<file path="config.mk">
export PLATFORM = sky130hd
export DESIGN_NAME = npg_profile_scheduler
export DESIGN_NICKNAME = d
export VERILOG_FILES = /design/src/rtl/npg_pkg.sv /design/src/rtl/npg_ramp_divider.sv /design/src/rtl/npg_profile_scheduler.sv
export SDC_FILE = /design/constraint.sdc
export NUM_CORES = 1
export LEC_CHECK = 0
export BUFFER_PORTS_ARGS = -buffer_cell sky130_fd_sc_hd__buf_4
export CORE_AREA = 2 2 192 194
export CTS_CLUSTER_DIAMETER = 40
export DETAILED_ROUTE_END_ITERATION = 10
export DIE_AREA = 0 0 194 196
export GPL_TIMING_DRIVEN = 1
export MAX_ROUTING_LAYER = met4
export PLACE_DENSITY = 0.73
export SLEW_MARGIN = 25
export SYNTH_ARGS = -nofsm -noshare
export SYNTH_HDL_FRONTEND = slang
export SYNTH_SLANG_ARGS = --single-unit
export TNS_END_PERCENT = 30
</file>
<file path="constraint.sdc">
create_clock -name clk -period 4.1 [get_ports clk]
set_input_delay 0.615 -clock clk [delete_from_list [all_inputs] [get_ports clk]]
set_output_delay 0.615 -clock clk [all_outputs]
set_load 0.05 [all_outputs]
</file>
<file path="src/rtl/npg_pkg.sv">
// Shared widths, profile record layout and sequencer state encoding for the
// NPG profile scheduler and its ramp divider.
package npg_pkg;
    localparam int AMP_W  = 6;
    localparam int FREQ_W = 12;
    localparam int PH_W   = 3;
    localparam int RAMP_W = 6;
    localparam int ON_W   = 8;
    localparam int OFF_W  = 10;
    localparam int EL_W   = 3;
    localparam int RF_W   = 10;

    localparam logic [3:0] DIV_STEPS = 4'd10;

    typedef enum logic [2:0] {
        ST_IDLE,
        ST_SCAN,
        ST_LOAD,
        ST_CALC,
        ST_RUN,
        ST_DRAIN
    } sched_state_t;

    typedef struct packed {
        logic [AMP_W-1:0]  amplitude;
        logic [FREQ_W-1:0] freq;
        logic [PH_W-1:0]   phase;
        logic [RAMP_W-1:0] ramp;
        logic [ON_W-1:0]   on_time;
        logic [OFF_W-1:0]  off_time;
        logic [EL_W-1:0]   e1;
        logic [EL_W-1:0]   e2;
    } npg_cfg_t;

    // amplitude*16 expressed as the divider's 10-bit dividend
    function automatic logic [RF_W-1:0] amp_to_dividend(input logic [AMP_W-1:0] amp);
        return {amp, 4'b0000};
    endfunction
endpackage

</file>
<file path="src/rtl/npg_ramp_divider.sv">
// Restoring divider, one quotient bit per clock; done appears a fixed number of
// cycles after start regardless of operands. Divisor 0 yields quotient 0.
module npg_ramp_divider
    import npg_pkg::*;
(
    input  logic              clk,
    input  logic              reset,
    input  logic              start,
    input  logic [RF_W-1:0]   dividend,
    input  logic [RAMP_W-1:0] divisor,
    output logic [RF_W-1:0]   quotient,
    output logic              done
);
    // dq_reg shifts dividend bits out of the top while quotient bits enter at the bottom
    logic [RF_W-1:0]   dq_reg;
    logic [RAMP_W-1:0] rem_reg;
    logic [RAMP_W-1:0] dvs_reg;
    logic [3:0]        cnt_reg;
    logic              run_reg;
    logic [RAMP_W:0]   trial;
    logic [RAMP_W:0]   diff;
    logic              fits;
    logic [RAMP_W-1:0] rem_next;

    always_comb begin
        trial    = {rem_reg, dq_reg[RF_W-1]};
        diff     = trial - {1'b0, dvs_reg};
        fits     = (trial >= {1'b0, dvs_reg});
        rem_next = fits ? diff[RAMP_W-1:0] : trial[RAMP_W-1:0];
    end

    always_ff @(posedge clk) begin
        if (reset) begin
            dq_reg  <= '0;
            rem_reg <= '0;
            dvs_reg <= '0;
            cnt_reg <= '0;
            run_reg <= 1'b0;
        end else if (start) begin
            dq_reg  <= dividend;
            rem_reg <= '0;
            dvs_reg <= divisor;
            cnt_reg <= '0;
            run_reg <= 1'b1;
        end else if (run_reg) begin
            if (cnt_reg == DIV_STEPS) begin
                run_reg <= 1'b0;
            end else begin
                rem_reg <= rem_next;
                dq_reg  <= {dq_reg[RF_W-2:0], fits};
                cnt_reg <= cnt_reg + 4'd1;
            end
        end
    end

    assign done     = run_reg && (cnt_reg == DIV_STEPS);
    assign quotient = (dvs_reg == '0) ? '0 : dq_reg;
endmodule

</file>
<file path="src/rtl/npg_profile_scheduler.sv">
// Walks a small table of stimulation profiles, applying each to the NPG for its
// dwell time and only touching NPG configuration while the generator is idle.
module npg_profile_scheduler
    import npg_pkg::*;
#(
    parameter int NUM_PROFILES   = 4,
    parameter int TICKS_PER_UNIT = 20,
    parameter int DWELL_W        = 16,
    localparam int IDX_W         = $clog2(NUM_PROFILES)
) (
    input  logic               clk,
    input  logic               reset,
    input  logic               cfg_we,
    input  logic [IDX_W-1:0]   cfg_addr,
    input  logic [AMP_W-1:0]   cfg_amplitude,
    input  logic [FREQ_W-1:0]  cfg_freq,
    input  logic [PH_W-1:0]    cfg_phase,
    input  logic [RAMP_W-1:0]  cfg_ramp,
    input  logic [ON_W-1:0]    cfg_on,
    input  logic [OFF_W-1:0]   cfg_off,
    input  logic [EL_W-1:0]    cfg_e1,
    input  logic [EL_W-1:0]    cfg_e2,
    input  logic [DWELL_W-1:0] cfg_dwell,
    input  logic               start,
    input  logic               stop,
    input  logic               loop,
    input  logic               pulse_active,
    output logic [AMP_W-1:0]   amplitude,
    output logic [FREQ_W-1:0]  freq,
    output logic [PH_W-1:0]    phaseDuration,
    output logic [RAMP_W-1:0]  ramp,
    output logic [ON_W-1:0]    ON_time,
    output logic [OFF_W-1:0]   OFF_time,
    output logic [EL_W-1:0]    electrode1,
    output logic [EL_W-1:0]    electrode2,
    output logic [RF_W-1:0]    ramp_factor,
    output logic               enable,
    output logic               busy,
    output logic [IDX_W-1:0]   active_idx,
    output logic               done,
    output logic               err_empty,
    output logic               cfg_rejected
);
    localparam int PRESC_W = $clog2(TICKS_PER_UNIT + 1);

    sched_state_t       state_reg, state_next;
    npg_cfg_t           cfg_in, cur_cfg, out_cfg_reg;
    npg_cfg_t           tab_cfg   [NUM_PROFILES];
    logic [DWELL_W-1:0] tab_dwell [NUM_PROFILES];
    logic [DWELL_W-1:0] cur_dwell, dwell_reg, unit_reg;
    logic [IDX_W-1:0]   idx_reg, skip_reg, active_idx_reg;
    logic [PRESC_W-1:0] presc_reg;
    logic [RF_W-1:0]    rf_reg, div_q;
    logic               loaded_reg, stop_pend_reg;
    logic               done_reg, err_reg, rej_reg;
    logic               wr_ok, last_idx, tick_end, unit_end, div_done;
    logic               idx_clr, idx_inc, skip_inc, load_en, rf_latch;
    logic               done_set, err_set, stop_set;

    assign cfg_in = '{amplitude: cfg_amplitude, freq: cfg_freq, phase: cfg_phase,
                      ramp: cfg_ramp, on_time: cfg_on, off_time: cfg_off,
                      e1: cfg_e1, e2: cfg_e2};
    assign wr_ok  = cfg_we && (state_reg == ST_IDLE);

    for (genvar gi = 0; gi < NUM_PROFILES; gi++) begin : g_tab
        npg_cfg_t           cfg_q;
        logic [DWELL_W-1:0] dwell_q;
        always_ff @(posedge clk) begin
            if (reset) begin
                dwell_q <= '0;
            end else if (wr_ok && (cfg_addr == IDX_W'(gi))) begin
                cfg_q   <= cfg_in;
                dwell_q <= cfg_dwell;
            end
        end
        assign tab_cfg[gi]   = cfg_q;
        assign tab_dwell[gi] = dwell_q;
    end

    assign cur_cfg   = tab_cfg[idx_reg];
    assign cur_dwell = tab_dwell[idx_reg];
    assign last_idx  = (idx_reg == IDX_W'(NUM_PROFILES - 1));
    assign tick_end  = (presc_reg == PRESC_W'(TICKS_PER_UNIT - 1));
    assign unit_end  = tick_end && ((unit_reg + DWELL_W'(1)) == dwell_reg);

    npg_ramp_divider u_div (
        .clk      (clk),
        .reset    (reset),
        .start    (load_en),
        .dividend (amp_to_dividend(cur_cfg.amplitude)),
        .divisor  (cur_cfg.ramp),
        .quotient (div_q),
        .done     (div_done)
    );

    always_comb begin
        state_next = state_reg;
        idx_clr    = 1'b0;
        idx_inc    = 1'b0;
        skip_inc   = 1'b0;
        load_en    = 1'b0;
        rf_latch   = 1'b0;
        done_set   = 1'b0;
        err_set    = 1'b0;
        stop_set   = 1'b0;
        case (state_reg)
            ST_IDLE: begin
                if (start && !stop) begin
                    state_next = ST_SCAN;
                    idx_clr    = 1'b1;
                end
            end
            ST_SCAN: begin
                // the end-of-table check keeps a non-looping session from wrapping
                if (stop) begin
                    state_next = ST_DRAIN;
                    stop_set   = 1'b1;
                end else if (cur_dwell != '0) begin
                    state_next = ST_LOAD;
                end else if (last_idx && !loop && loaded_reg) begin
                    state_next = ST_IDLE;
                    done_set   = 1'b1;
                end else if (skip_reg == IDX_W'(NUM_PROFILES - 1)) begin
                    state_next = ST_IDLE;
                    err_set    = 1'b1;
                end else begin
                    idx_inc  = 1'b1;
                    skip_inc = 1'b1;
                end
            end
            ST_LOAD: begin
                load_en    = 1'b1;
                stop_set   = stop;
                state_next = stop ? ST_DRAIN : ST_CALC;
            end
            ST_CALC: begin
                if (stop) begin
                    state_next = ST_DRAIN;
                    stop_set   = 1'b1;
                end else if (div_done) begin
                    rf_latch   = 1'b1;
                    state_next = ST_RUN;
                end
            end
            ST_RUN: begin
                stop_set = stop;
                if (stop || unit_end) state_next = ST_DRAIN;
            end
            ST_DRAIN: begin
                stop_set = stop;
                if (!pulse_active) begin
                    if (stop || stop_pend_reg || (last_idx && !loop)) begin
                        state_next = ST_IDLE;
                        done_set   = 1'b1;
                    end else begin
                        state_next = ST_SCAN;
                        idx_inc    = 1'b1;
                    end
                end
            end
            default: state_next = ST_IDLE;
        endcase
    end

    always_ff @(posedge clk) begin
        if (reset) begin
            state_reg      <= ST_IDLE;
            idx_reg        <= '0;
            skip_reg       <= '0;
            active_idx_reg <= '0;
            loaded_reg     <= 1'b0;
            stop_pend_reg  <= 1'b0;
            presc_reg      <= '0;
            unit_reg       <= '0;
            dwell_reg      <= '0;
            out_cfg_reg    <= '0;
            rf_reg         <= '0;
            done_reg       <= 1'b0;
            err_reg        <= 1'b0;
            rej_reg        <= 1'b0;
        end else begin
            state_reg <= state_next;
            done_reg  <= done_set;
            err_reg   <= err_set;
            rej_reg   <= cfg_we && (state_reg != ST_IDLE);
            if (idx_clr) begin
                idx_reg       <= '0;
                skip_reg      <= '0;
                loaded_reg    <= 1'b0;
                stop_pend_reg <= 1'b0;
            end else if (idx_inc) begin
                idx_reg <= idx_reg + IDX_W'(1);
            end
            if (skip_inc) skip_reg <= skip_reg + IDX_W'(1);
            if (stop_set) stop_pend_reg <= 1'b1;
            if (load_en) begin
                out_cfg_reg    <= cur_cfg;
                dwell_reg      <= cur_dwell;
                active_idx_reg <= idx_reg;
                presc_reg      <= '0;
                unit_reg       <= '0;
                skip_reg       <= '0;
                loaded_reg     <= 1'b1;
            end
            if (rf_latch) rf_reg <= div_q;
            if (state_reg == ST_RUN) begin
                if (tick_end) begin
                    presc_reg <= '0;
                    unit_reg  <= unit_reg + DWELL_W'(1);
                end else begin
                    presc_reg <= presc_reg + PRESC_W'(1);
                end
            end
        end
    end

    assign amplitude     = out_cfg_reg.amplitude;
    assign freq          = out_cfg_reg.freq;
    assign phaseDuration = out_cfg_reg.phase;
    assign ramp          = out_cfg_reg.ramp;
    assign ON_time       = out_cfg_reg.on_time;
    assign OFF_time      = out_cfg_reg.off_time;
    assign electrode1    = out_cfg_reg.e1;
    assign electrode2    = out_cfg_reg.e2;
    assign ramp_factor   = rf_reg;
    assign enable        = (state_reg == ST_RUN);
    assign busy          = (state_reg != ST_IDLE);
    assign active_idx    = active_idx_reg;
    assign done          = done_reg;
    assign err_empty     = err_reg;
    assign cfg_rejected  = rej_reg;
endmodule

</file>
======== Word level (Yosys, flattened, before mapping) ========
Index checks and enable logic that the tools add are counted.
word-level totals
  register bits ........................... 401
  latch bits .............................. 0
  bits in writable memories ............... 0
  memory bits (read-only) ................. 0
  bits of input ports ..................... 76
  output and inout port bits .............. 68
  word-level logic and storage cells ...... 191
  memories kept ........................... 0
operators by class
  $add $sub $neg .......................... 6
  multipliers ............................. 0
  div/mod/pow operators ................... 0
  $lt $le $gt $ge ......................... 2
  equal/unequal tests ..................... 19
  shift-type cells ........................ 0
  muxes and demuxes ....................... 60
  bitwise logic cells ..................... 4
  reduce and logical (&&, ||, !) cells .... 38
operator list
  operator                                                         number
  51-bit binary-select mux with 2-bit select                       1
  51-bit 2-to-1 mux                                                2
  16-bit 2-to-1 mux                                                5
  10-bit 2-to-1 mux                                                4
  16-bit binary-select mux with 2-bit select                       1
  3-bit 2-to-1 mux                                                 10
  1-bit 2-to-1 mux                                                 27
  3-bit case mux with 6 select lines                               1
  16-bit by 1-bit adder with 16-bit output, second input constant  1
  16-bit == test                                                   1
  16-bit nonzero test                                              1
  5-bit 2-to-1 mux                                                 3
  2-bit AND reduction                                              6
  1-bit logical AND                                                11
  2-bit nonzero test                                               5
  2-bit == test, second input constant                             4
  7-bit by 6-bit >= comparator with 1-bit output                   1
  3-bit by 2-bit == test with 1-bit output, second input constant  2
  3-bit == test, second input constant                             2
  6-bit zero test                                                  1
  6-bit 2-to-1 mux                                                 1
  1-bit case mux with 2 select lines                               3
  2-bit OR reduction                                               3
  6-bit subtractor                                                 1
  23 further kinds                                                 32

======== Depth between registers and ports, before layout ========
Gate-level depths: netlist of run 1.
  depth in word-level cells ............... 9
  depth in mapped cells ................... 10
  mapped depth without buffers ............ 9

======== Hierarchy ========
From an unflattened synthesis of run 1, not the netlist that was laid out.
second synthesis, totals
  cell total of the unflattened synthesis .. 1,371
  area total of the unflattened synthesis .. 16,375.7 µm²
modules (own cells, without submodules)
  module                 instances  cells an instance  area each (µm²)
  npg_profile_scheduler  1          1,175              14,810.5
  npg_ramp_divider       1          196                1,565.3

======== Least setup slack after synthesis of run 1 ========
No wires, ideal clock.
  path kind ............................... register to register
  from .................................... register state_reg[0]
  to ...................................... register g_tab[0].cfg_q[0] (netlist bit), enable pin
  arrival time ............................ 3.908 ns
  required time ........................... 3.640 ns
  setup slack ............................. -0.268 ns
  cell stages (with the launch flop) ...... 8
  path buffers ............................ 3
  period minus slack after synthesis ...... 4.368 ns
  cells stage by stage .................... dfxtp_1 clkbuf_1 nor3_1 nand2_1 or3_1 clkbuf_1 clkbuf_1 nor2_1
between the ends
  cells in the longest elaborated chain, start to end .. 4
ends and longest elaborated chain
  item                           RTL line                      text
  start, declared                npg_profile_scheduler.sv:46   sched_state_t state_reg, state_next;
  start signal, assigned         npg_profile_scheduler.sv:182  state_reg <= state_next;
  3-bit zero test                npg_profile_scheduler.sv:63   assign wr_ok = cfg_we && (state_reg == ST_IDLE);
  1-bit logical AND              npg_profile_scheduler.sv:63
  1-bit logical AND              npg_profile_scheduler.sv:71   end else if (wr_ok && (cfg_addr == IDX_W'(gi))) begin
  2-bit AND reduction (no line)  n/a
  end signal, assigned           npg_profile_scheduler.sv:72   cfg_q <= cfg_in;
  end, declared                  npg_profile_scheduler.sv:66   npg_cfg_t cfg_q;
Every way passes these cells.
A chain may end at the register's enable or synchronous reset.

======== Worst setup path in the final report of run 1 ========
  from .................................... register idx_reg[1]
  to ...................................... register idx_reg[1]
between the ends
  cells in the longest elaborated chain, start to end .. 8
  elaborated cells on any way between the ends .. 16
  classes of those cells .................. 1 x add/sub; 1 x eq/ne; 9 x mux; 1 x bitwise; 4 x reduce/logical
ends and longest elaborated chain
  item                                                    RTL line                      text
  start, declared                                         npg_profile_scheduler.sv:51   logic [IDX_W-1:0] idx_reg, skip_reg, active_idx_reg;
  start signal, assigned                                  npg_profile_scheduler.sv:192  idx_reg <= idx_reg + IDX_W'(1);
  2-bit inverter with 3-bit output (not written as such)  npg_profile_scheduler.sv:81   assign cur_dwell = tab_dwell[idx_reg];
  16-bit binary-select mux with 2-bit select              npg_profile_scheduler.sv:81
  16-bit 2-to-1 mux (not written as such) (2 in series)   npg_profile_scheduler.sv:81
  16-bit nonzero test                                     npg_profile_scheduler.sv:118  end else if (cur_dwell != '0) begin
  1-bit 2-to-1 mux                                        npg_profile_scheduler.sv:118
  1-bit 2-to-1 mux                                        npg_profile_scheduler.sv:115  if (stop) begin
  1-bit case mux with 2 select lines                      npg_profile_scheduler.sv:106  case (state_reg)
Several ways; a longest one is shown, not always the timed one. The select of a mux whose other input is x is not followed.

==> qor.csv, run 1 <==
stage,metric,value,unit
layout,final core occ,53.2,%
die,Rows,70,
layout,NumNets Final,1564,
yosys,"EDFF count, synth",204,
cts,CTS tree,yes,
place,DP Wirelength,22900,um
place,GPL Wtd Cong,0.870,
cts,Clock Latency Late Sink,0.58,ns
yosys,Synth Register Bits,401,
cts,"buffers from clock root to sink, at most",3,
yosys,Synth cell types,62,
die,core area,36100,sq um
layout,fraction of layout cells with a size suffix above 1,21.0,%
sta,setup violators final,0,
cts,post-cts gate resize count,0,
worst_hold_path,min-delay worst type,in -> reg,
detailed_routing,initial DRC count,1035,
global_route,vias in the first global route,10567,
sta,post-layout minimum cycle time,3.11,ns
pwr,sequential share of power,46.7,%
cts,clock root cell,clkbuf_16,
cts,TritonCTS Buffers,49,
pwr,Psw,2.19,mW
yosys,sequential-to-total area share from yosys stat,62.7,%
layout,Syn-to-layout area delta,19.6,%
yosys,Ys Warns,0,
sta,period utilization,75.8,%
flow_run,max_cap viols,0,
sta,Max Slew Vio Count,0,
global_route,grt ovf,0,
yosys,async set or reset register ratio after synthesis,0,%
detailed_routing,average wire per standard cell,18.8,um
global_route,largest net degree at the start of global routing,83,
worst_setup_path,worst path cell trace,"mux4_1, nor4_1, and4_4, nor4b_4, o21bai_4, mux2i_1, nor2_1",
worst_setup_path,CP peak stage delay,0.99,ns
detailed_routing,drc violations,0,
layout,ant diodes,0,
worst_setup_path,"Max stage delay cell, worst path",dfxtp_4,
die,Horiz. Die Dim,194,um
die,die span in y,196,um
layout,max reg flops,204,
outcome,status,"finished, final reports clean",
pwr,Cell Pwr Density,489,nW/um^2
yosys,ys flop type,edfxtp_1,
cts,CTS H-tree depth,2,
detailed_routing,routed via count,10838,
sta,PnR worst setup slack,0.991,ns
sta,number of failing hold endpoints at the final stage,0,
cts,Post-CTS Setup Inserts,0,
yosys,syn_area_per_cell,11.9,sq um
place,PortBufs,143,
yosys,Mapped Area,16000,sq um
yosys,syn_nets,1437,
worst_setup_path,critical path startpoint category,register,
cts,TritonCTS Sinks,401,
die,die area,38000,sq um
worst_setup_path,Critical Path RT,4.56,ns
pwr,Static Leak,6.51,nW
sta,Slew @ Worst Pin,1.00,ns
yosys,top-count cell post-synth,nand2_1,
sta,Worst Clk Skew,0.0348,ns
sta,Slew headroom,33.3,%
pwr,sw frac,23.3,%
detailed_routing,routed wire length,37200,um
global_route,first-pass GRT wire length,57900,um
yosys,largest area contributor in the netlist,edfxtp_1,
detailed_routing,Vias/cell,5.46,
sta,worst hold slack,0.232,ns
cts,"Hold-fix buffers, CTS",0,
yosys,post-synth top area share,38.2,%
sta,fmax,322,MHz
global_route,initial antenna violation count,0,
yosys,largest cells by area after synthesis,"edfxtp_1, dfxtp_1, mux4_2",
worst_setup_path,Worst setup EP type,register,
place,pre-CTS setup slack,0.935,ns
pwr,worst vdd ir,347,uV
cts,Worst-path clk slew,0.06,ns
worst_setup_path,data arrival time of the critical path,3.57,ns
die,io pins,144,
sta,RSZ-0062 raised after global routing,false,
detailed_routing,DR pass1 iterations,5,
global_route,GRT Total Usage,19.8,%
worst_setup_path,WS Path Type,reg -> reg,
pwr,Comb power frac,6.5,%
pwr,Clk pwr share,46.8,%
die,initial core utilization,44.5,%
layout,biggest regs,"g_tab.cfg_q: 204 flops, g_tab.dwell_q: 64 flops",
layout,Biggest register,g_tab.cfg_q,
worst_setup_path,CP Max Fanout,70,
pwr,Int Pwr,7.19,mW
detailed_routing,DRT antenna net count,0,
yosys,Post-Synthesis Cells,1348,
sta,setup TNS,0,ns
yosys,Post-synth top cells,"nand2_1, edfxtp_1, dfxtp_1",
[cell type report]
cell class / count / area, sq um
fill: 2964 / 16900
inverter: 16 / 60.1
sequential: 401 / 10100
clock buffer: 63 / 1320
tap: 468 / 586
timing repair buffer: 159 / 1240
clock inverter: 29 / 377
multi-input combinational: 848 / 5540
[worst max-delay path, delay by kind of cell, from the launching register on]
family	cells	cell delay, ns
DFF	1	0.99
and+or+nand+nor	4	1.15
muxes	2	0.63
AOI/OAI and AO/OA	1	0.21
[power groups by stage]
stage / sequential (mW) / clock, mW / combinational [mW]
3_3_place_gp: 4.45 / 0 / 0.594
6_report: 4.38 / 4.39 / 0.613
3_5_place_dp: 4.46 / 0 / 0.609
2_1_floorplan: 4.48 / 0 / 0.368
5_1_grt: 4.39 / 4.62 / 0.665
4_1_cts: 4.38 / 4.44 / 0.616
[cells by family (layout without fill, tap and decap cells)]
logic type / after synthesis / count (layout) / synth area share [%]
xor gates and xnor gates: 27 / 27 / 1.47
adders and majority gates: 13 / 13 / 1.06
buffers and inverters: 99 / 267 / 3.01
and+or+nand+nor: 492 / 492 / 13.4
DFF: 401 / 401 / 62.7
muxes: 71 / 71 / 9.85
AOI/OAI and AO/OA: 245 / 245 / 8.44
[per-layer routing]
metal | GRT usage [%] | vias to the layer above | wire length [um]
met4 | 7.18 | 0 | 1140
li1 | - | 5132 | -
met5 | - | - | 0
met1 | 25.7 | 5259 | 15900
met2 | 31.2 | 376 | 17700
met3 | 3.92 | 71 | 2470
[stage by stage]
| step | instances | cell area (sq um) | power (mW) |
|---|---|---|---|
| finish | 1984 | 19200 | 9.38 |
| global route | 1984 | 19200 | 9.67 |
| CTS | 1984 | 19200 | 9.43 |
| detailed placement | 1892 | 17500 | 5.07 |
| global placement | 1892 | 17500 | 5.05 |
| floorplan | 1348 | 16100 | 4.85 |
[layout by cell type (no fill, tap or decap), types with 16 or more instances in the layout]
cell type	Yosys	layout
dfxtp_1	197	195
nand3_1	29	29
nand2_1	328	327
o21ai_0	21	21
a21oi_1	185	185
buf_4	3	154
inv_1	16	16
clkbuf_16	0	49
nor2_1	50	46
edfxtp_1	204	204
xnor2_1	18	18
mux4_2	59	59
[final timing paths]
kind | startpoint | endpoint | slack [ns] | cells after the start
max | idx_reg[1] | idx_reg[1] | 0.99 | 7
min | cfg_freq[11] | g_tab[2].cfg_q[44] | 0.23 | 1
max reg2reg | idx_reg[1] | idx_reg[1] | 0.99 | 7
min reg2reg | g_tab[0].dwell_q[2] | g_tab[0].dwell_q[2] | 0.45 | 2
Note: power is estimated with default switching activity, not from simulation.
==> inputs of run 2 (changes only) <==
ABC_AREA = 1   (was not set)
CORE_AREA = 2 2 193 195   (was 2 2 192 194)
DIE_AREA = 0 0 195 197   (was 0 0 194 196)
clock period = 2.8 ns   (was 4.1 ns; I/O delays follow)
==> run 2 against run 1 <==
  * Critical path type unchanged
  * Clock skew is 0.015 ns lower
  * Via count rose by 16%
  * First-iteration DRC count rose by 5.1%
  * Sequential cell count did not move
  * Core utilization grew 1.4 points
  * Total power is 71% higher
  * Worst hold slack got worse by 0.20 ns
==> qor.csv, run 2 <==
stage,metric,value,unit,change
layout,fillcell total,3101,,was 2964
global_route,largest net degree at the start of global routing,176,,was 83
place,PortBufs,143,,unchanged
layout,register area,10100,sq um,about the same
sta,RSZ-0062 raised after global routing,false,,unchanged
die,Rows,70,,unchanged
detailed_routing,average wire per standard cell,17.0,um,was 18.8 um
sta,Max Slew Vio Count,0,,unchanged
sta,Slew headroom,42.5,%,was 33.3%
die,initial core utilization,44.6,%,was 44.5%
worst_setup_path,data arrival time of the critical path,2.58,ns,was 3.57 ns
yosys,Ys Warns,0,,unchanged
detailed_routing,initial DRC count,1088,,was 1035
die,Horiz. Die Dim,195,um,was 194 um
yosys,Synth cell types,39,,was 62
layout,biggest regs,"g_tab.cfg_q: 204 flops, g_tab.dwell_q: 64 flops",,unchanged
worst_setup_path,WS Path Type,reg -> reg,,unchanged
cts,TritonCTS Sinks,401,,unchanged
sta,Worst Clk Skew,0.0199,ns,was 0.0348 ns
pwr,sw frac,28.6,%,was 23.3%
cts,Worst-path clk slew,0.06,ns,about the same
pwr,Clk pwr share,42.4,%,was 46.8%
pwr,Int Pwr,11.5,mW,was 7.19 mW
die,die area,38400,sq um,was 38000 sq um
global_route,GRT Total Usage,21.5,%,was 19.8%
yosys,syn_area_per_cell,9.50,sq um,was 11.9 sq um
yosys,sequential-to-total area share from yosys stat,62.3,%,was 62.7%
layout,Syn-to-layout area delta,22.5,%,was 19.6%
sta,period utilization,83.4,%,was 75.8%
yosys,main combinational cell family by area after synthesis,simple AND/OR/NAND/NOR gates,,unchanged
yosys,largest area contributor in the netlist,edfxtp_1,,unchanged
cts,"buffers from clock root to sink, at most",3,,unchanged
worst_hold_path,HP Start,cfg_on[1],,was cfg_freq[11]
layout,Biggest register,g_tab.cfg_q,,unchanged
worst_setup_path,"setup slack, reg-to-reg",0.46,ns,was 0.99 ns
detailed_routing,drc violations,0,,unchanged
layout,max reg flops,204,,unchanged
cts,CTS tree,yes,,unchanged
yosys,largest cells by area after synthesis,"edfxtp_1, dfxtp_1, nand2_1",,"was edfxtp_1, dfxtp_1, mux4_2"
pwr,Static Leak,7.85,nW,was 6.51 nW
yosys,ys flop type,edfxtp_1,,unchanged
place,GPL Wtd Cong,0.899,,was 0.870
sta,Slew @ Worst Pin,0.863,ns,was 1.00 ns
worst_hold_path,hold depth,1,,unchanged
cts,CTS H-tree depth,2,,unchanged
yosys,top-count cell post-synth,nand2_1,,unchanged
layout,ant diodes,0,,unchanged
layout,NumNets Final,1948,,was 1564
yosys,Compound-Gate Fraction of Synth Area,12.3,%,was 8.44%
worst_setup_path,Worst setup EP type,register,,unchanged
detailed_routing,DR pass1 iterations,5,,unchanged
yosys,"EDFF count, synth",204,,unchanged
yosys,post-synthesis xor/xnor area fraction,0.736,%,was 1.47%
worst_hold_path,Worst Hold End,g_tab[2].cfg_q[17],,was g_tab[2].cfg_q[44]
worst_setup_path,critical path startpoint category,register,,unchanged
sta,fmax,428,MHz,was 322 MHz
sta,number of failing hold endpoints at the final stage,0,,unchanged
layout,fraction of layout cells with a size suffix above 1,14.8,%,was 21.0%
cts,TritonCTS Buffers,52,,was 49
sta,post-layout minimum cycle time,2.34,ns,was 3.11 ns
layout,post-route cell area,19800,sq um,was 19200 sq um
detailed_routing,routed via count,12547,,was 10.8k
global_route,initial antenna violation count,0,,unchanged
cts,post-cts gate resize count,0,,unchanged
outcome,status,"finished, final reports clean",,unchanged
pwr,worst vdd ir,580,uV,was 347 uV
place,dpl cell area,17800,sq um,was 17500 sq um
layout,area of the multi-input gates,5240,sq um,was 5540 sq um
detailed_routing,DRT antenna net count,0,,unchanged
pwr,sequential share of power,42.1,%,was 46.7%
place,DP Wirelength,24900,um,was 22900 um
worst_setup_path,reg2reg end,g_tab[1].cfg_q[1],,was idx_reg[1]
yosys,Mapped Area,16200,sq um,was 16000 sq um
yosys,async set or reset register ratio after synthesis,0,%,unchanged
pwr,Cell Pwr Density,811,nW/um^2,was 489 nW/um^2
global_route,vias in the first global route,12281,,was 10.6k
layout,"commonest non-fill, non-tap cells in the layout","nand2_1, nor2_1, edfxtp_1",,"was nand2_1, edfxtp_1, dfxtp_1"
detailed_routing,routed wire length,40300,um,was 37200 um
yosys,post-synth top area share,37.9,%,was 38.2%
die,core area,36300,sq um,was 36100 sq um
worst_setup_path,R2R cell count,10,,was 7
yosys,Post-Synthesis Cells,1702,,was 1348
layout,"commonest non-fill, non-tap cell in the layout",nand2_1,,unchanged
pwr,Psw,4.60,mW,was 2.19 mW
yosys,Post-synth top cells,"nand2_1, nor2_1, edfxtp_1",,"was nand2_1, edfxtp_1, dfxtp_1"
cts,clock root cell,clkbuf_16,,unchanged
yosys,syn_nets,1791,,was 1437
yosys,fraction of the mapped netlist area in simple logic gates,18.0,%,was 13.4%
detailed_routing,Vias/cell,5.30,,was 5.46
die,io pins,144,,unchanged
worst_setup_path,Critical R2R Launch,state_reg[0],,was idx_reg[1]
global_route,grt ovf,0,,unchanged
yosys,post-synthesis mux area share,0,%,was 9.85%
pwr,PnR Total Power,16.1,mW,was 9.38 mW
worst_setup_path,Critical Path RT,3.05,ns,was 4.56 ns
yosys,Synth Register Bits,401,,unchanged
cts,Clock Latency Late Sink,0.59,ns,was 0.58 ns
yosys,area share of fa/ha/maj cells after synthesis,1.05,%,was 1.06%
worst_hold_path,min-delay worst type,in -> reg,,unchanged
die,die span in y,197,um,was 196 um
global_route,first-pass GRT wire length,63800,um,was 57900 um
worst_setup_path,CP Max Fanout,51,,was 70
pwr,Comb power frac,15.6,%,was 6.5%
flow_run,max_cap viols,0,,unchanged
sta,setup violators final,0,,unchanged
==> run 2: through the flow <==
stage               utilization, %  worst slack [ns]  cells  TNS, ns  hold slack [ns]
global placement              49.0             0.552   2252        0            0.445
global route                  54.6             0.262   2369        0           0.0110
finish                        54.6             0.465   2369        0           0.0307
CTS                           54.6             0.470   2369        0         0.000408
detailed placement            49.0             0.492   2252        0            0.456
floorplan                        -            -0.271   1702   -27.69            0.429
==> run 2: cells by family after synthesis <==
| kind of cell | count (synthesis) |
|---|---|
| AOI/OAI and AO/OA | 334 |
| xor gates and xnor gates | 12 |
| adders and majority gates | 13 |
| buffers and inverters | 231 |
| DFF | 401 |
| and+or+nand+nor | 711 |
==> run 2: worst max-delay path by stage <==
stage                       startpoint                 end
after global placement     unit_reg[0]        state_reg[2]
after CTS                 state_reg[0]   g_tab[1].cfg_q[8]
after floorplan           state_reg[0]   g_tab[2].cfg_q[0]
after detailed placement  state_reg[0]  g_tab[1].cfg_q[27]
after global routing       unit_reg[0]        state_reg[2]
final                     state_reg[0]   g_tab[1].cfg_q[1]
==> run 2: power by group through the flow <==
stage | Sequential [mW] | Clock, mW | Combinational (mW)
4_1_cts | 6.75 | 6.89 | 2.50
3_3_place_gp | 6.86 | 0 | 2.39
6_report | 6.75 | 6.80 | 2.50
3_5_place_dp | 6.87 | 0 | 2.46
5_1_grt | 6.79 | 7.15 | 2.76
2_1_floorplan | 7.03 | 0 | 1.50
==> run 2: metal layers <==
metal | share of wire, % | track usage, % | vias up
li1 | - | - | 6135
met1 | 42 | 25.3 | 5966
met2 | 48 | 36.2 | 372
met3 | 7.2 | 5.42 | 74
met4 | 2.4 | 7.38 | 0
met5 | 0 | - | -
==> run 2: worst max-delay path, cell delays in order, from the launching register on <==
cell and delay [ns]:
dfxtp_1 0.33, nor2_1 0.17, inv_2 0.05, nor2_2 0.15, inv_2 0.07, nor2_2 0.20, inv_1 0.15, nor3_4 0.17
inv_2 0.21, nor2_4 0.16, buf_12 0.30
==> run 2: layout make-up <==
cell class	instances	share of cell area, %
multi-input cells	1070	26.4
well taps	468	2.96
clock inverters	33	2.02
repair buffers	189	7.81
inverters	145	2.75
clock buffers	63	7.14
flip-flops and latches	401	50.9
==> run 2: timing repair <==
item	4_1_cts	5_1_grt
buffers inserted	0	0
endpoints found under the hold margin	75	0
hold buffers	21	0
==> inputs of run 3 (changes only) <==
PLACE_DENSITY = 0.71   (was 0.73)
clock period = 2.2 ns   (was 2.8 ns; I/O delays follow)
==> run 3 against run 2 <==
  * Clock power grew 23%
  * Sequential share of layout area decreased by 1.1 points
  * Largest power group is now registers
  * Critical endpoint is now state_reg[2]
  * Cell area is 2.2% higher
  * Wire length increased by 1.4%
  * Die area unchanged
  * Maximum frequency increased by 11%
==> qor.csv, run 3 (synthesis results as in run 2) <==
stage,metric,value,unit,change
global_route,vias in the first global route,12511,,was 12.3k
pwr,sequential share of power,42.3,%,was 42.1%
outcome,status,"finished, final reports clean",,unchanged
place,PortBufs,143,,unchanged
global_route,grt ovf,0,,unchanged
die,Horiz. Die Dim,195,um,unchanged
worst_setup_path,Critical Path RT,2.71,ns,was 3.05 ns
place,GPL Wtd Cong,0.886,,was 0.899
sta,Slew @ Worst Pin,0.671,ns,was 0.863 ns
global_route,initial antenna violation count,2,,was 0
global_route,first-pass GRT wire length,64800,um,was 63800 um
pwr,Clk pwr share,41.2,%,was 42.4%
worst_setup_path,critical path startpoint category,register,,unchanged
pwr,sw frac,28.1,%,was 28.6%
detailed_routing,average wire per standard cell,16.9,um,was 17.0 um
layout,NumNets Final,1993,,was 1948
die,io pins,144,,unchanged
sta,period utilization,95.4,%,was 83.4%
die,die span in y,197,um,unchanged
cts,Worst-path clk slew,0.06,ns,about the same
worst_setup_path,data arrival time of the critical path,2.61,ns,was 2.58 ns
sta,fmax,477,MHz,was 428 MHz
detailed_routing,drc violations,0,,unchanged
detailed_routing,initial DRC count,1152,,was 1088
layout,register area,10100,sq um,about the same
cts,TritonCTS Sinks,401,,unchanged
sta,Max Slew Vio Count,0,,unchanged
flow_run,max_cap viols,0,,unchanged
cts,clock root cell,clkbuf_16,,unchanged
sta,Worst Clk Skew,0.0202,ns,was 0.0199 ns
cts,TritonCTS Buffers,50,,was 52
cts,CTS H-tree depth,2,,unchanged
sta,setup violators final,0,,unchanged
worst_setup_path,WS Path Type,reg -> reg,,unchanged
pwr,Cell Pwr Density,1010,nW/um^2,was 811 nW/um^2
layout,"commonest non-fill, non-tap cells in the layout","nand2_1, edfxtp_1, nor2_1",,"was nand2_1, nor2_1, edfxtp_1"
worst_setup_path,"Max stage delay cell, worst path",nor3_1,,was dfxtp_1
global_route,largest net degree at the start of global routing,77,,was 176
cts,Clock Latency Late Sink,0.58,ns,was 0.59 ns
cts,CTS tree,yes,,unchanged
place,DP Wirelength,25000,um,was 24900 um
sta,post-layout minimum cycle time,2.10,ns,was 2.34 ns
layout,Syn-to-layout area delta,25.2,%,was 22.5%
worst_setup_path,CP peak stage delay,0.41,ns,was 0.33 ns
layout,biggest regs,"g_tab.cfg_q: 204 flops, g_tab.dwell_q: 64 flops",,unchanged
pwr,Int Pwr,14.6,mW,was 11.5 mW
detailed_routing,DR pass1 iterations,5,,unchanged
pwr,PnR Total Power,20.3,mW,was 16.1 mW
pwr,Psw,5.72,mW,was 4.60 mW
die,die area,38400,sq um,unchanged
sta,setup TNS,0,ns,unchanged
layout,area of the multi-input gates,5270,sq um,was 5240 sq um
worst_setup_path,most frequent cell on the critical path,nand2_1,,was inv_2
sta,RSZ-0062 raised after global routing,true,,was false
global_route,GRT Total Usage,21.8,%,was 21.5%
worst_setup_path,Worst setup EP type,register,,unchanged
cts,Post-CTS Setup Inserts,0,,unchanged
pwr,Comb power frac,16.5,%,was 15.6%
worst_hold_path,min-delay worst type,in -> reg,,unchanged
worst_setup_path,worst path cell trace,"ha_1, nand2_1, nor3_1, nand3_1, nor2_1, nand3_1, nor2_1, nand3_1, nand2_1, nand2_2, nand2_1, nand2_1, nor2_1",,"was nor2_1, inv_2, nor2_2, inv_2, nor2_2, inv_1, nor3_4, inv_2, nor2_4, buf_12"
detailed_routing,routed via count,12805,,was 12.5k
layout,fraction of layout cells with a size suffix above 1,15.4,%,was 14.8%
pwr,worst vdd ir,646,uV,was 580 uV
die,core area,36300,sq um,unchanged
cts,"buffers from clock root to sink, at most",3,,unchanged
die,Rows,70,,unchanged
sta,number of failing hold endpoints at the final stage,0,,unchanged
detailed_routing,DRT antenna net count,0,,unchanged
layout,Biggest register,g_tab.cfg_q,,unchanged
sta,Slew headroom,55.2,%,was 42.5%
detailed_routing,Vias/cell,5.30,,about the same
detailed_routing,routed wire length,40900,um,was 40300 um
layout,"commonest non-fill, non-tap cell in the layout",nand2_1,,unchanged
worst_setup_path,CP Max Fanout,4,,was 51
pwr,Static Leak,8.02,nW,was 7.85 nW
layout,max reg flops,204,,unchanged
layout,fillcell total,3098,,was 3101
die,initial core utilization,44.6,%,unchanged
run 3: power by group through the flow:
| stage | Sequential, mW | Combinational [mW] | Clock, mW |
|---|---|---|---|
| 2_1_floorplan | 8.94 | 1.96 | 0 |
| 3_3_place_gp | 8.73 | 3.16 | 0 |
| 3_5_place_dp | 8.74 | 3.24 | 0 |
| 4_1_cts | 8.59 | 3.34 | 8.52 |
| 5_1_grt | 8.65 | 3.70 | 8.83 |
| 6_report | 8.60 | 3.36 | 8.39 |
run 3: repair_timing:
item                                   4_1_cts  5_1_grt
gates resized for setup                      0       14
endpoints found under the hold margin      211        0
hold buffers                                55        0
setup endpoints to repair                    0       15
run 3: final timing paths:
check / startpoint / endpoint / slack [ns] / depth (start not counted)
setup / recovery: presc_reg[0] / state_reg[2] / 0.10 / 13
hold / removal: cfg_dwell[4] / g_tab[1].dwell_q[4] / 0.03 / 3
setup reg to reg: presc_reg[0] / state_reg[2] / 0.10 / 13
hold reg to reg: freq[6] / freq[6] / 0.46 / 1
run 3: area by class of cell:
type                       instances  share of cell area, %
antenna                            2                 0.0247
clock buffer                      65                   7.02
clock inverter                    27                   1.61
inverter                         145                   2.75
multi-input combinational       1070                   26.0
sequential                       401                   49.8
tap                              468                   2.89
timing repair buffer             236                   9.89
run 3: through the flow:
stage               std cells  setup slack (ns)  util (%)  hold WS, ns  area [sq um]
global placement         2265            0.0810      49.4        0.445         17900
CTS                      2412            0.0694      55.7      0.00501         20200
floorplan                1702            -0.426         -        0.429         16200
detailed placement       2265            0.0806      49.4        0.454         17900
finish                   2414             0.102      55.8       0.0280         20200
global route             2414           -0.0504      55.8       0.0314         20200
run 3: worst max-delay path, delay by kind of cell (launching register included):
kind / cells / cell delay, ns
DFF: 1 / 0.37
and+or+nand+nor: 12 / 1.46
adders and majority gates: 1 / 0.20
run 3: metal layers:
layer / share of wire, % / global-route usage (%) / vias up / routed length, um
met1: 43 / 26.8 / 6014 / 17700
met2: 46 / 34.7 / 466 / 18800
met5: 0 / - / - / 0
met3: 6.9 / 4.38 / 103 / 2830
met4: 4.0 / 10.6 / 0 / 1620
li1: - / - / 6222 / -
